$ cat config.mk
export PLATFORM = sky130hd
export DESIGN_NAME = bus_merge_2line_8bit
export DESIGN_NICKNAME = d
export VERILOG_FILES = /design/src/rtl/sap_pkg.sv /design/src/rtl/rr_arbiter_2.sv /design/src/rtl/bus_merge_2line_8bit.sv
export SDC_FILE = /design/constraint.sdc
export NUM_CORES = 1
export LEC_CHECK = 0
export BUFFER_PORTS_ARGS = -buffer_cell sky130_fd_sc_hd__buf_2
export CORE_AREA = 2 2 40 42
export CTS_CLUSTER_DIAMETER = 30
export DETAILED_ROUTE_END_ITERATION = 8
export DIE_AREA = 0 0 42 44
export GPL_ROUTABILITY_DRIVEN = 1
export PLACE_DENSITY = 0.77
export SLEW_MARGIN = 20
export SYNTH_ARGS = -nofsm -noshare
export SYNTH_HDL_FRONTEND = slang
export SYNTH_HIERARCHICAL = 1
export SYNTH_SLANG_ARGS = --single-unit
$ cat constraint.sdc
create_clock -name clk -period 1.9 [get_ports clk]
set_input_delay 0.19 -clock clk [delete_from_list [all_inputs] [get_ports clk]]
set_output_delay 0.19 -clock clk [all_outputs]
set_load 0.02 [all_outputs]
$ cat src/rtl/sap_pkg.sv
// Shared definitions for the SAP data-path blocks: source tags, merge
// state encoding and the default word width.
package sap_pkg;

  localparam int DEFAULT_WIDTH = 8;

  localparam logic SRC_0 = 1'b0;
  localparam logic SRC_1 = 1'b1;

  typedef enum logic {
    ST_EMPTY = 1'b0,
    ST_FULL  = 1'b1
  } merge_state_t;

endpackage

$ cat src/rtl/rr_arbiter_2.sv
// Two-requester round-robin arbiter. A tie goes to the requester that did
// not win last; the history only moves on an advance strobe.
module rr_arbiter_2
  import sap_pkg::*;
(
  input  logic       clk,
  input  logic       rst,
  input  logic [1:0] req,
  input  logic       advance,
  output logic [1:0] grant
);

  logic last_grant_reg;
  logic last_grant_next;

  always_comb begin
    grant = 2'b00;
    unique case (req)
      2'b01:   grant = 2'b01;
      2'b10:   grant = 2'b10;
      2'b11:   grant = (last_grant_reg == SRC_1) ? 2'b01 : 2'b10;
      default: grant = 2'b00;
    endcase
  end

  always_comb begin
    last_grant_next = last_grant_reg;
    if (advance) begin
      last_grant_next = grant[1] ? SRC_1 : SRC_0;
    end
  end

  // Reset to SRC_1 so source 0 wins the first tie.
  always_ff @(posedge clk) begin
    if (rst) begin
      last_grant_reg <= SRC_1;
    end else begin
      last_grant_reg <= last_grant_next;
    end
  end

endmodule

$ cat src/rtl/bus_merge_2line_8bit.sv
// Two-source, one-sink merge with round-robin arbitration and a single
// registered output word tagged with its source.
module bus_merge_2line_8bit
  import sap_pkg::*;
#(
  parameter int WIDTH = DEFAULT_WIDTH
) (
  input  logic             clk,
  input  logic             rst,
  input  logic [WIDTH-1:0] in0_data,
  input  logic             in0_valid,
  output logic             in0_ready,
  input  logic [WIDTH-1:0] in1_data,
  input  logic             in1_valid,
  output logic             in1_ready,
  output logic [WIDTH-1:0] out_data,
  output logic             out_src,
  output logic             out_valid,
  input  logic             out_ready
);

  merge_state_t     state_reg;
  merge_state_t     state_next;
  logic [WIDTH-1:0] data_reg;
  logic [WIDTH-1:0] data_next;
  logic             src_reg;
  logic             src_next;

  logic       can_load;
  logic [1:0] grant;
  logic [1:0] ready_vec;
  logic       load;

  // The output slot may be refilled in the same cycle it is consumed.
  assign can_load = (state_reg == ST_EMPTY) | out_ready;

  rr_arbiter_2 u_arb (
    .clk     (clk),
    .rst     (rst),
    .req     ({in1_valid, in0_valid}),
    .advance (load),
    .grant   (grant)
  );

  genvar gi;
  generate
    for (gi = 0; gi < 2; gi++) begin : g_ready
      assign ready_vec[gi] = can_load & grant[gi] & ~rst;
    end
  endgenerate

  assign in0_ready = ready_vec[0];
  assign in1_ready = ready_vec[1];
  assign load      = |ready_vec;

  always_comb begin
    state_next = state_reg;
    data_next  = data_reg;
    src_next   = src_reg;
    unique case (state_reg)
      ST_EMPTY: begin
        if (load) state_next = ST_FULL;
      end
      ST_FULL: begin
        if (out_ready && !load) state_next = ST_EMPTY;
      end
      default: state_next = ST_EMPTY;
    endcase
    // Data and tag only change on a load; a plain consume leaves them as-is.
    if (load) begin
      data_next = grant[1] ? in1_data : in0_data;
      src_next  = grant[1] ? SRC_1 : SRC_0;
    end
  end

  always_ff @(posedge clk) begin
    if (rst) begin
      state_reg <= ST_EMPTY;
      data_reg  <= '0;
      src_reg   <= SRC_0;
    end else begin
      state_reg <= state_next;
      data_reg  <= data_next;
      src_reg   <= src_next;
    end
  end

  assign out_valid = (state_reg == ST_FULL);
  assign out_data  = data_reg;
  assign out_src   = src_reg;

endmodule

**After elaboration in Yosys (flattened, before gate mapping)**

Cells that the tools add are included.

- Flip-flop bits (word level): 11
- Bits in latches: 0
- Memory bits (writable): 0
- ROM bits: 0
- Input port bits: 21
- Output and inout port bits: 12
- Logic and storage cells: 24
- Memories kept: 0

- Add/subtract/negate cells: 0
- $mul: 0
- Div/mod/pow operators: 0
- $lt $le $gt $ge: 0
- Eq/ne operators: 3
- Shift-type cells: 0
- Mux-type cells: 7
- Bitwise operators: 7
- Reduce and logical (&&, ||, !) cells: 3

Operators by type and width:

| cell | number |
|---|---|
| 2-to-1 mux 8 bit | 1 |
| case mux 2 bit (3 select lines) | 1 |
| AND 1 bit | 4 |
| == test 2 bit (second input constant) | 2 |
| 2-to-1 mux 1 bit | 3 |
| == test 2 x 1 -> 1 bit (second input constant) | 1 |
| 2-to-1 mux 2 bit | 1 |
| inverter 1 bit | 2 |
| case mux 1 bit (2 select lines) | 1 |
| OR reduction 2 bit | 1 |
| logical AND 1 bit | 1 |
| logical NOT 1 bit | 1 |
| bitwise OR 1 bit | 1 |

**Depth between registers and ports, before layout**

Gate-level depths: netlist of the first run.

- Depth after elaboration: 9
- Mapped depth: 6
- Gate-level depth less buffers: 5

**Hierarchy**

Netlist of the first run, hierarchy kept.

Modules (own cells, without submodules):

| module | instances | cells each | area each (µm²) |
|---|---|---|---|
| bus_merge_2line_8bit | 1 | 46 | 481.7 |
| rr_arbiter_2 | 1 | 6 | 53.8 |

**Least setup slack after synthesis of the first run**

OpenSTA, ideal clock, no wires.

- Path kind: register to register
- Start: register u_arb.last_grant_reg
- End: register u_arb.last_grant_reg
- Setup time: 120 ps
- Arrival: 1211 ps
- Path slack: 569 ps
- Cell stages (with the launch flop): 7
- Period minus slack after synthesis: 1331 ps
- Path through: dfxtp_1 inv_1 a21boi_0 o211a_1 buf_6 nor2b_1 a211o_1

- Longest elaborated chain between the ends: 5
- Elaborated cells on any way between the ends: 8
- Those cells by class: mux: 3; bitwise: 4; reduce/logical: 1

RTL lines:

| item | RTL line | RTL |
|---|---|---|
| start, declared | rr_arbiter_2.sv:13 | `logic last_grant_reg;` |
| start signal, assigned | rr_arbiter_2.sv:38 | `last_grant_reg <= last_grant_next;` |
| 2-to-1 mux 2 bit | rr_arbiter_2.sv:21 | `2'b11: grant = (last_grant_reg == SRC_1) ? 2'b01 : 2'b10;` |
| case mux 2 bit (3 select lines) | rr_arbiter_2.sv:18 | `unique case (req)` |
| named net grant[0] | bus_merge_2line_8bit.sv:30 | `logic [1:0] grant;` |
| AND 1 bit (2 in series) | bus_merge_2line_8bit.sv:48 | `assign ready_vec[gi] = can_load & grant[gi] & ~rst;` |
| OR reduction 2 bit | bus_merge_2line_8bit.sv:54 | `assign load = \|ready_vec;` |
| named net load | bus_merge_2line_8bit.sv:32 | `logic load;` |

The timed path passes the listed nets, and every way through them passes these cells.
A chain may end at the register's enable or synchronous reset.

**Worst setup path after layout of the first run**

- Start: register u_arb.last_grant_reg
- End: output in0_ready

- Longest elaborated chain between the ends: 4

RTL lines:

| item | RTL line | RTL |
|---|---|---|
| 2-to-1 mux 2 bit | rr_arbiter_2.sv:21 |  |
| case mux 2 bit (3 select lines) | rr_arbiter_2.sv:18 |  |
| named net grant[0] | bus_merge_2line_8bit.sv:30 |  |
| AND 1 bit (2 in series) | bus_merge_2line_8bit.sv:48 |  |
| end, declared | bus_merge_2line_8bit.sv:12 | `output logic in0_ready,` |

The timed path passes the listed nets, and every way through them passes these cells.

==> results of run 1 <==
-- synthesized netlist by cell type, types with 2 or more instances --
| cell | count |
|---|---|
| mux2i_1 | 16 |
| dfxtp_1 | 11 |
| nand2_1 | 8 |
| buf_6 | 2 |
| inv_1 | 3 |
-- through the flow --
stage,setup slack [ns],area [um2]
2_1_floorplan,0.569,536
3_3_place_gp,0.619,701
3_5_place_dp,0.541,701
4_1_cts,0.373,727
5_1_grt,0.188,727
6_report,0.383,727
-- worst max-delay path: cells and delay by family (launching register included) --
kind                   cells  cell delay, ns
buffers and inverters      3            0.26
DFF                        1            0.34
and+or+nand+nor            1            0.16
AOI/OAI and AO/OA          1            0.30
-- final cells by class --
cell class,count,area share (%)
inverter,3,1.55
sequential,11,30.3
timing repair buffer,34,24.1
clock buffer,4,3.61
tap,16,2.75
multi-input combinational,35,37.7
-- layer usage --
layer / up-vias / global-route usage [%] / part of all wire, %
met1: 204 / 15.2 / 44
li1: 247 / - / -
met2: 18 / 19.7 / 48
met5: - / 0 / 0
met4: 0 / 5.81 / 0.38
met3: 2 / 2.92 / 7.4
-- worst max path at each step --
| stage | endpoint | depth (start not counted) |
|---|---|---|
| after global placement | out_data[3]$_SDFFE_PP0P_ | 5 |
| after floorplan | u_arb/last_grant_reg$_SDFFE_PP1P_ | 6 |
| after CTS | in0_ready | 5 |
| after detailed placement | out_data[2]$_SDFFE_PP0P_ | 5 |
| final | in0_ready | 5 |
| after global routing | in0_ready | 5 |
-- cell usage in the layout (no fill, tap or decap) --
master    instances
dfxtp_1          11
clkbuf_4          3
buf_4             2
mux2i_1          16
nand2_1           8
nand2b_4          1
nor2_1            1
buf_2            32
nor2b_1           1
a21boi_0          1
a21oi_1           1
inv_1             3
nand3_1           1
a21boi_1          1
o211a_1           1
and3_2            1
a211o_1           1
clkbuf_1          1
a31o_1            1
-- power by group through the flow --
stage / Sequential, mW / Combinational, mW / Clock [mW]
floorplan: 0.304 / 0.0728 / 0
global placement: 0.274 / 0.151 / 0
detailed placement: 0.275 / 0.155 / 0
CTS: 0.270 / 0.155 / 0.161
global route: 0.273 / 0.167 / 0.166
finish: 0.270 / 0.153 / 0.155
-- kinds of logic after synthesis --
logic type	share of synthesized area, %
mux	29.9
simple gates	12.4
flops	41.1
compound gates	8.88
buf+inv	7.71
==> flow_metrics.tcl, run 1 <==
set metrics [dict create \
    die_area_um2 1850 \
    min_path_cells 2 \
    cpPeakStageDelay_ns 0.34 \
    fp.dieW_um 42 \
    area_growth_syn_to_layout_pct 35.7 \
    post_cts_buffers 0 \
    fp.dieH_um 44 \
    yosysTopAreaCell "dfxtp_1" \
    drc 0 \
    wl_um 1060 \
    regArea_um2 220 \
    syn_nets 73 \
    synth.area.top_cells "dfxtp_1 (41%), mux2i_1 (30%), nand2_1 (5.6%), buf_6 (4.2%), nand2b_4 (2.6%)" \
    hold_viol 0 \
    syn_avg_cell_area_um2 10.3 \
    max-cap-violations 0 \
    crit_path_max_fanout 3 \
    clkTransAtPathRegs_ns 0.07 \
    drt_iter0_drc 4 \
    largest_register_ffs 8 \
    tns_ns 0 \
    portBuffers 32 \
    min_path_type "in -> reg" \
    crit_path_top_delay_cell "dfxtp_1" \
    crit_type "reg -> out" \
    crit_top_cell "inv_1" \
    required_ns 1.71 \
    finalCoreUtilization_pct 51.2 \
    min_period_ns 1.52 \
    ios 33 \
    nets 109 \
    netSwitchingPower_mw 0.171 \
    p_total_mw 0.578 \
    yosys_most_used_dff "dfxtp_1" \
    r2r_cells 5 \
    routedWlPerCell_um 10.3 \
    max_freq_ghz 0.659 \
    ys_warn_count 6 \
    grtUsageTotal_pct 12.2 \
    netlist_instances 52 \
    multi_input_area_um2 274 \
    min_from "rst" \
    synth.ff_latch_count 11 \
    gp_congestion 0.642 \
    overflow 0 \
    clock_power_share_pct 26.9 \
    vdd_drop_max_uv 445 \
    synth_edf_count 0 \
    power_density_nw_per_um2 795 \
    critPathLaunchType "flip-flop" \
    grt_pass1_wl_um 1720 \
    grt_max_degree 13 \
    maxSlewHeadroom_pct 76.4 \
    firstDrtPassIters 2 \
    rr_startpoint "u_arb/last_grant_reg$_SDFFE_PP1P_" \
    setup_viol_count_final 0 \
    pwr-share-seq_pct 46.6 \
    outcome "finished clean" \
    ys_seq_area_share_pct 41.1 \
    grt_antenna_before_repair 0 \
    viasPerCell 4.57 \
    antennaDiodeCount 0 \
    skew_ns 0.00401 \
    hpwl_um 852 \
    drive_above_1_share_pct 44.8 \
    cts-root-buf "clkbuf_4" \
    grt_setup_unrepaired "no" \
    fin_crit_sh_pct 79.9 \
    r2r_end "out_data[3]$_SDFFE_PP0P_" \
    ctsResizeCount 0 \
    ant_nets 0 \
    fillers 130 \
    clockBufferDepth 2 \
    final_cells 103 \
    cp-startpoint "u_arb/last_grant_reg$_SDFFE_PP1P_" \
    worst_slew_pin_slew_ns 0.351 \
    holdWs_ns 0.112 \
    coreArea_um2 1420 \
    numClockSinks 11 \
    endpoint_kind "output port" \
    internal-power_mw 0.407 \
    clkLatencyLatePin_ns 0.26 \
    async_flop_share_pct 0 \
    synth.distinct_cells 17 \
    rows 14 \
    p_comb_share_pct 26.5 \
    post-place-cells 99 \
    yosysTopAreaCellShare_pct 41.1 \
    h-tree-depth 1 \
    cts_made_buffers 3 \
    vias 471 \
    slew_violations 0 \
    cp_cell_sequence "inv_1 > a21boi_0 > nand3_1 > inv_1 > buf_2" \
    min_to "out_valid$_SDFF_PP0_" \
    switching_share_pct 29.6 \
    grt_pass1_vias 455 \
    reg2reg_setup_slack_ns 0.52 \
    hold_buffers 0 \
    leakage_nw 0.394 \
    start_util_pct 37.7 \
    crit_arrival_ns 1.33 \
    syn-cell-area_um2 536 \
    cts_tree "yes" \
]
(Power assumes the default switching activity.)
==> inputs of run 2 (changes only) <==
==> constraint.sdc (replaced) <==
create_clock -name clk -period 1.52 [get_ports clk]
set_input_delay 0.152 -clock clk [delete_from_list [all_inputs] [get_ports clk]]
set_output_delay 0.152 -clock clk [all_outputs]
set_load 0.02 [all_outputs]
==> flow_metrics.tcl, run 2 (same netlist as run 1, synthesis figures left out) <==
set metrics [dict create \
    overflow 0 \
    max_freq_ghz 0.729 \
    grt_antenna_before_repair 0 \
    fin_crit_sh_pct 90.2 \
    fp.dieH_um 44 \
    hold_viol 0 \
    holdWs_ns 0.0630 \
    area_growth_syn_to_layout_pct 35.7 \
    p_comb_share_pct 26.4 \
    min_period_ns 1.37 \
    post-place-cells 99 \
    firstDrtPassIters 4 \
    grt_use_met1_pct 15.4 \
    cp-startpoint "u_arb/last_grant_reg$_SDFFE_PP1P_" \
    min_from "rst" \
    min_path_type "in -> reg" \
    h-tree-depth 1 \
    die_area_um2 1850 \
    clockBufferDepth 2 \
    skew_ns 0.000504 \
    clock_power_share_pct 27.1 \
    grt_setup_unrepaired "no" \
    vdd_drop_max_uv 477 \
    p_total_mw 0.724 \
    endpoint_kind "output port" \
    rr_startpoint "u_arb/last_grant_reg$_SDFFE_PP1P_" \
    maxSlewHeadroom_pct 76.9 \
    final_cells 103 \
    routedWlPerCell_um 10.4 \
    fin_ws_ns 0.149 \
    switching_share_pct 29.7 \
    outcome "finished clean" \
    largest_register_ffs 8 \
    ant_nets 0 \
    crit_type "reg -> out" \
    finalCoreUtilization_pct 51.2 \
    gp_congestion 0.639 \
    start_util_pct 37.7 \
    tns_ns 0 \
    cts_made_buffers 3 \
    final_common_cell "buf_2" \
    cts_tree "yes" \
    netSwitchingPower_mw 0.215 \
    leakage_nw 0.395 \
    worst_slew_pin_slew_ns 0.347 \
    coreArea_um2 1420 \
    fin_area_um2 727 \
    drc 0 \
    vias 476 \
    nets 109 \
    required_ns 1.37 \
    hpwl_um 842 \
    crit_path_max_fanout 3 \
    slew_violations 0 \
    drive_above_1_share_pct 44.8 \
    internal-power_mw 0.509 \
    setup_viol_count_final 0 \
    pwr-share-seq_pct 46.6 \
    top_usage_layer "met2" \
    crit_arrival_ns 1.22 \
    grtUsageTotal_pct 12.6 \
    numClockSinks 11 \
    clkLatencyLatePin_ns 0.26 \
    post_cts_buffers 0 \
    grt_max_degree 13 \
    max-cap-violations 0 \
    use_met3_pct 2.50 \
    use_met2_pct 19.4 \
    critPathLaunchType "flip-flop" \
    grt_pass1_wl_um 1730 \
    ios 33 \
    drt_iter0_drc 7 \
    fillers 132 \
    final_cell_mix "buf_2 (32), mux2i_1 (16), dfxtp_1 (11), nand2_1 (8)" \
    grt_pass1_vias 416 \
    viasPerCell 4.62 \
    power_density_nw_per_um2 996 \
    wl_um 1080 \
    fp.dieW_um 42 \
    antennaDiodeCount 0 \
    rows 14 \
    place_area_um2 701 \
    clkTransAtPathRegs_ns 0.07 \
    cts-root-buf "clkbuf_4" \
    pre_cts_slack_ns 0.183 \
    portBuffers 32 \
]
[run 2: metal layers]
metal	up-vias	part of all wire, %
met5	-	0
met4	0	1.0
met3	2	6.6
met2	22	48
met1	204	45
li1	248	-
[run 2: power by group through the flow]
stage	clock, mW	combinational (mW)	sequential [mW]
floorplan	0	0.0910	0.380
global placement	0	0.189	0.343
detailed placement	0	0.193	0.343
CTS	0.203	0.193	0.337
global route	0.217	0.206	0.342
finish	0.196	0.191	0.337
[run 2: layout make-up]
| type | count | area [um2] | share of cell area, % |
|---|---|---|---|
| flip-flops and latches | 11 | 220 | 30.3 |
| multi-input cells | 35 | 274 | 37.7 |
| well taps | 16 | 20.0 | 2.75 |
| inverters | 3 | 11.3 | 1.55 |
| repair buffers | 34 | 175 | 24.1 |
| clock buffers | 4 | 26.3 | 3.61 |
[run 2: worst paths after layout]
| path | endpoint | slack, ns | cells past startpoint |
|---|---|---|---|
| worst max-delay path | in0_ready | 0.15 | 5 |
| worst min register to register | out_data[5]$_SDFFE_PP0P_ | 0.46 | 2 |
| worst min-delay path | out_valid$_SDFF_PP0_ | 0.06 | 2 |
| worst max register to register | out_data[0]$_SDFFE_PP0P_ | 0.27 | 5 |
[run 2: repair_timing]
| item | 4_1_cts | 5_1_grt |
|---|---|---|
| endpoints found under the setup margin | 0 | 1 |
| gates resized for setup | 0 | 1 |
| hold endpoints to repair | 0 | 0 |
| hold buffers | 0 | 0 |
[run 2: worst max-delay path, cell delays in order, from the launching register on]
cell	delay, ns
dfxtp_1	0.34
inv_1	0.05
a21boi_1	0.20
nand3_1	0.14
inv_1	0.07
buf_2	0.15
==> inputs of run 3 (changes only) <==
--- a/config.mk
+++ b/config.mk
@@ -11,7 +11,7 @@
 export DETAILED_ROUTE_END_ITERATION = 8
 export DIE_AREA = 0 0 42 44
 export GPL_ROUTABILITY_DRIVEN = 1
-export PLACE_DENSITY = 0.77
+export PLACE_DENSITY_LB_ADDON = 0.12
 export SLEW_MARGIN = 20
 export SYNTH_ARGS = -nofsm -noshare
 export SYNTH_HDL_FRONTEND = slang
==> flow_metrics.tcl, run 3 (same netlist as run 1, synthesis figures left out) <==
set metrics [dict create \
    clkLatencyLatePin_ns 0.26 \
    crit_cells 4 \
    fin_ws_ns 0.0706 \
    max-cap-violations 0 \
    min_period_ns 1.45 \
    crit_arrival_ns 1.30 \
    firstDrtPassIters 3 \
    setup_viol_count_final 0 \
    area_growth_syn_to_layout_pct 40.0 \
    cpPeakStageDelay_ns 0.32 \
    h-tree-depth 1 \
    clockBufferDepth 2 \
    final_cell_mix "buf_2 (32), mux2i_1 (16), dfxtp_1 (11), nand2_1 (8), buf_4 (5)" \
    portBuffers 32 \
    skew_ns 0.00296 \
    die_area_um2 1850 \
    fp.dieH_um 44 \
    slew_violations 0 \
    clkTransAtPathRegs_ns 0.07 \
    overflow 0 \
    grtUsageTotal_pct 12.6 \
    nets 112 \
    path_buf_inv 2 \
    pre_cts_slack_ns 0.228 \
    hold_buffers 0 \
    ant_nets 0 \
    post_cts_buffers 0 \
    drive_above_1_share_pct 46.7 \
    max_freq_ghz 0.690 \
    wl_um 1080 \
    coreArea_um2 1420 \
    cts_tree "yes" \
    grt_antenna_before_repair 0 \
    cp_cell_sequence "a21boi_1 > buf_4 > and3_2 > buf_2" \
    drc 0 \
    hold_viol 0 \
    fin_crit_sh_pct 95.4 \
    antennaDiodeCount 0 \
    fp.dieW_um 42 \
    numClockSinks 11 \
    min_path_type "in -> reg" \
    routedWlPerCell_um 10.2 \
    grt_max_degree 9 \
    grt_setup_unrepaired "yes" \
    fillers 146 \
    hpwl_um 880 \
    cts_made_buffers 3 \
    largest_register_ffs 8 \
    leakage_nw 0.409 \
    endpoint_kind "output port" \
    r2r_cells 5 \
    outcome "finished clean" \
    cts-root-buf "clkbuf_4" \
    min_path_cells 2 \
    vdd_drop_max_uv 400 \
    start_util_pct 37.7 \
    viasPerCell 4.54 \
    grt_pass1_vias 422 \
    required_ns 1.37 \
    crit_path_top_delay_cell "dfxtp_1" \
    worst_slew_pin_slew_ns 0.314 \
    crit_type "reg -> out" \
    vias 481 \
    rows 14 \
    crit_path_max_fanout 4 \
    ios 33 \
    drt_iter0_drc 1 \
    power_density_nw_per_um2 976 \
    critPathLaunchType "flip-flop" \
    ctsResizeCount 0 \
    maxSlewHeadroom_pct 78.9 \
    grt_pass1_wl_um 1760 \
    final_common_cell "buf_2" \
    gp_congestion 0.707 \
    cp_top_family "buffers and inverters" \
    p_total_mw 0.731 \
]
==> run 3: cell types whose count changed in the layout (fill, tap and decap cells not counted) <==
cell      delta
a21boi_1     -1
buf_4        +3
a21boi_0     +1
==> run 3: through the flow <==
stage                     setup TNS (ns)  instance area [um2]  instances  hold slack [ns]  utilization (%)
after floorplan                        0                  536         52            0.221                -
after global placement                 0                  723        102            0.355             51.0
after detailed placement               0                  723        102            0.346             51.0
after CTS                              0                  749        106           0.0609             52.8
after global routing             -0.0989                  749        106           0.0821             52.8
final                                  0                  749        106           0.0663             52.8
==> run 3: per-layer routing <==
| metal | vias to the layer above | global-route usage, % | wire (um) |
|---|---|---|---|
| met5 | - | 0 | 0 |
| met4 | 0 | 5.81 | 0 |
| met3 | 0 | 3.33 | 84 |
| met2 | 20 | 20.6 | 468 |
| met1 | 207 | 15.5 | 525 |
| li1 | 254 | - | - |
==> run 3: power by group <==
group	leakage, nW	total (mW)	internal (mW)	switching (mW)
clock	0.0150	0.197	0.101	0.0959
sequential	0.0914	0.336	0.320	0.0153
combinational	0.303	0.198	0.0936	0.105
==> run 3: worst reg2reg max path, stage by stage, from the launching register on <==
cell and delay, ns:
dfxtp_1 0.34, inv_1 0.04, a21boi_0 0.27, o211a_1 0.23
buf_4 0.18, mux2i_1 0.19
==> run 3: layout make-up <==
class / instances / area (um2) / area share (%)
Clock buffer: 4 / 26.3 / 3.51
Inverter: 3 / 11.3 / 1.50
Multi-Input combinational cell: 35 / 274 / 36.6
Sequential cell: 11 / 220 / 29.4
Tap cell: 16 / 20.0 / 2.67
Timing Repair Buffer: 37 / 198 / 26.4
==> run 3: worst paths after layout <==
path / startpoint / endpoint / slack, ns
worst max register to register: u_arb/last_grant_reg$_SDFFE_PP1P_ / out_data[4]$_SDFFE_PP0P_ / 0.21
worst max-delay path: u_arb/last_grant_reg$_SDFFE_PP1P_ / in1_ready / 0.07
worst min register to register: out_data[3]$_SDFFE_PP0P_ / out_data[3]$_SDFFE_PP0P_ / 0.45
worst min-delay path: rst / out_valid$_SDFF_PP0_ / 0.07
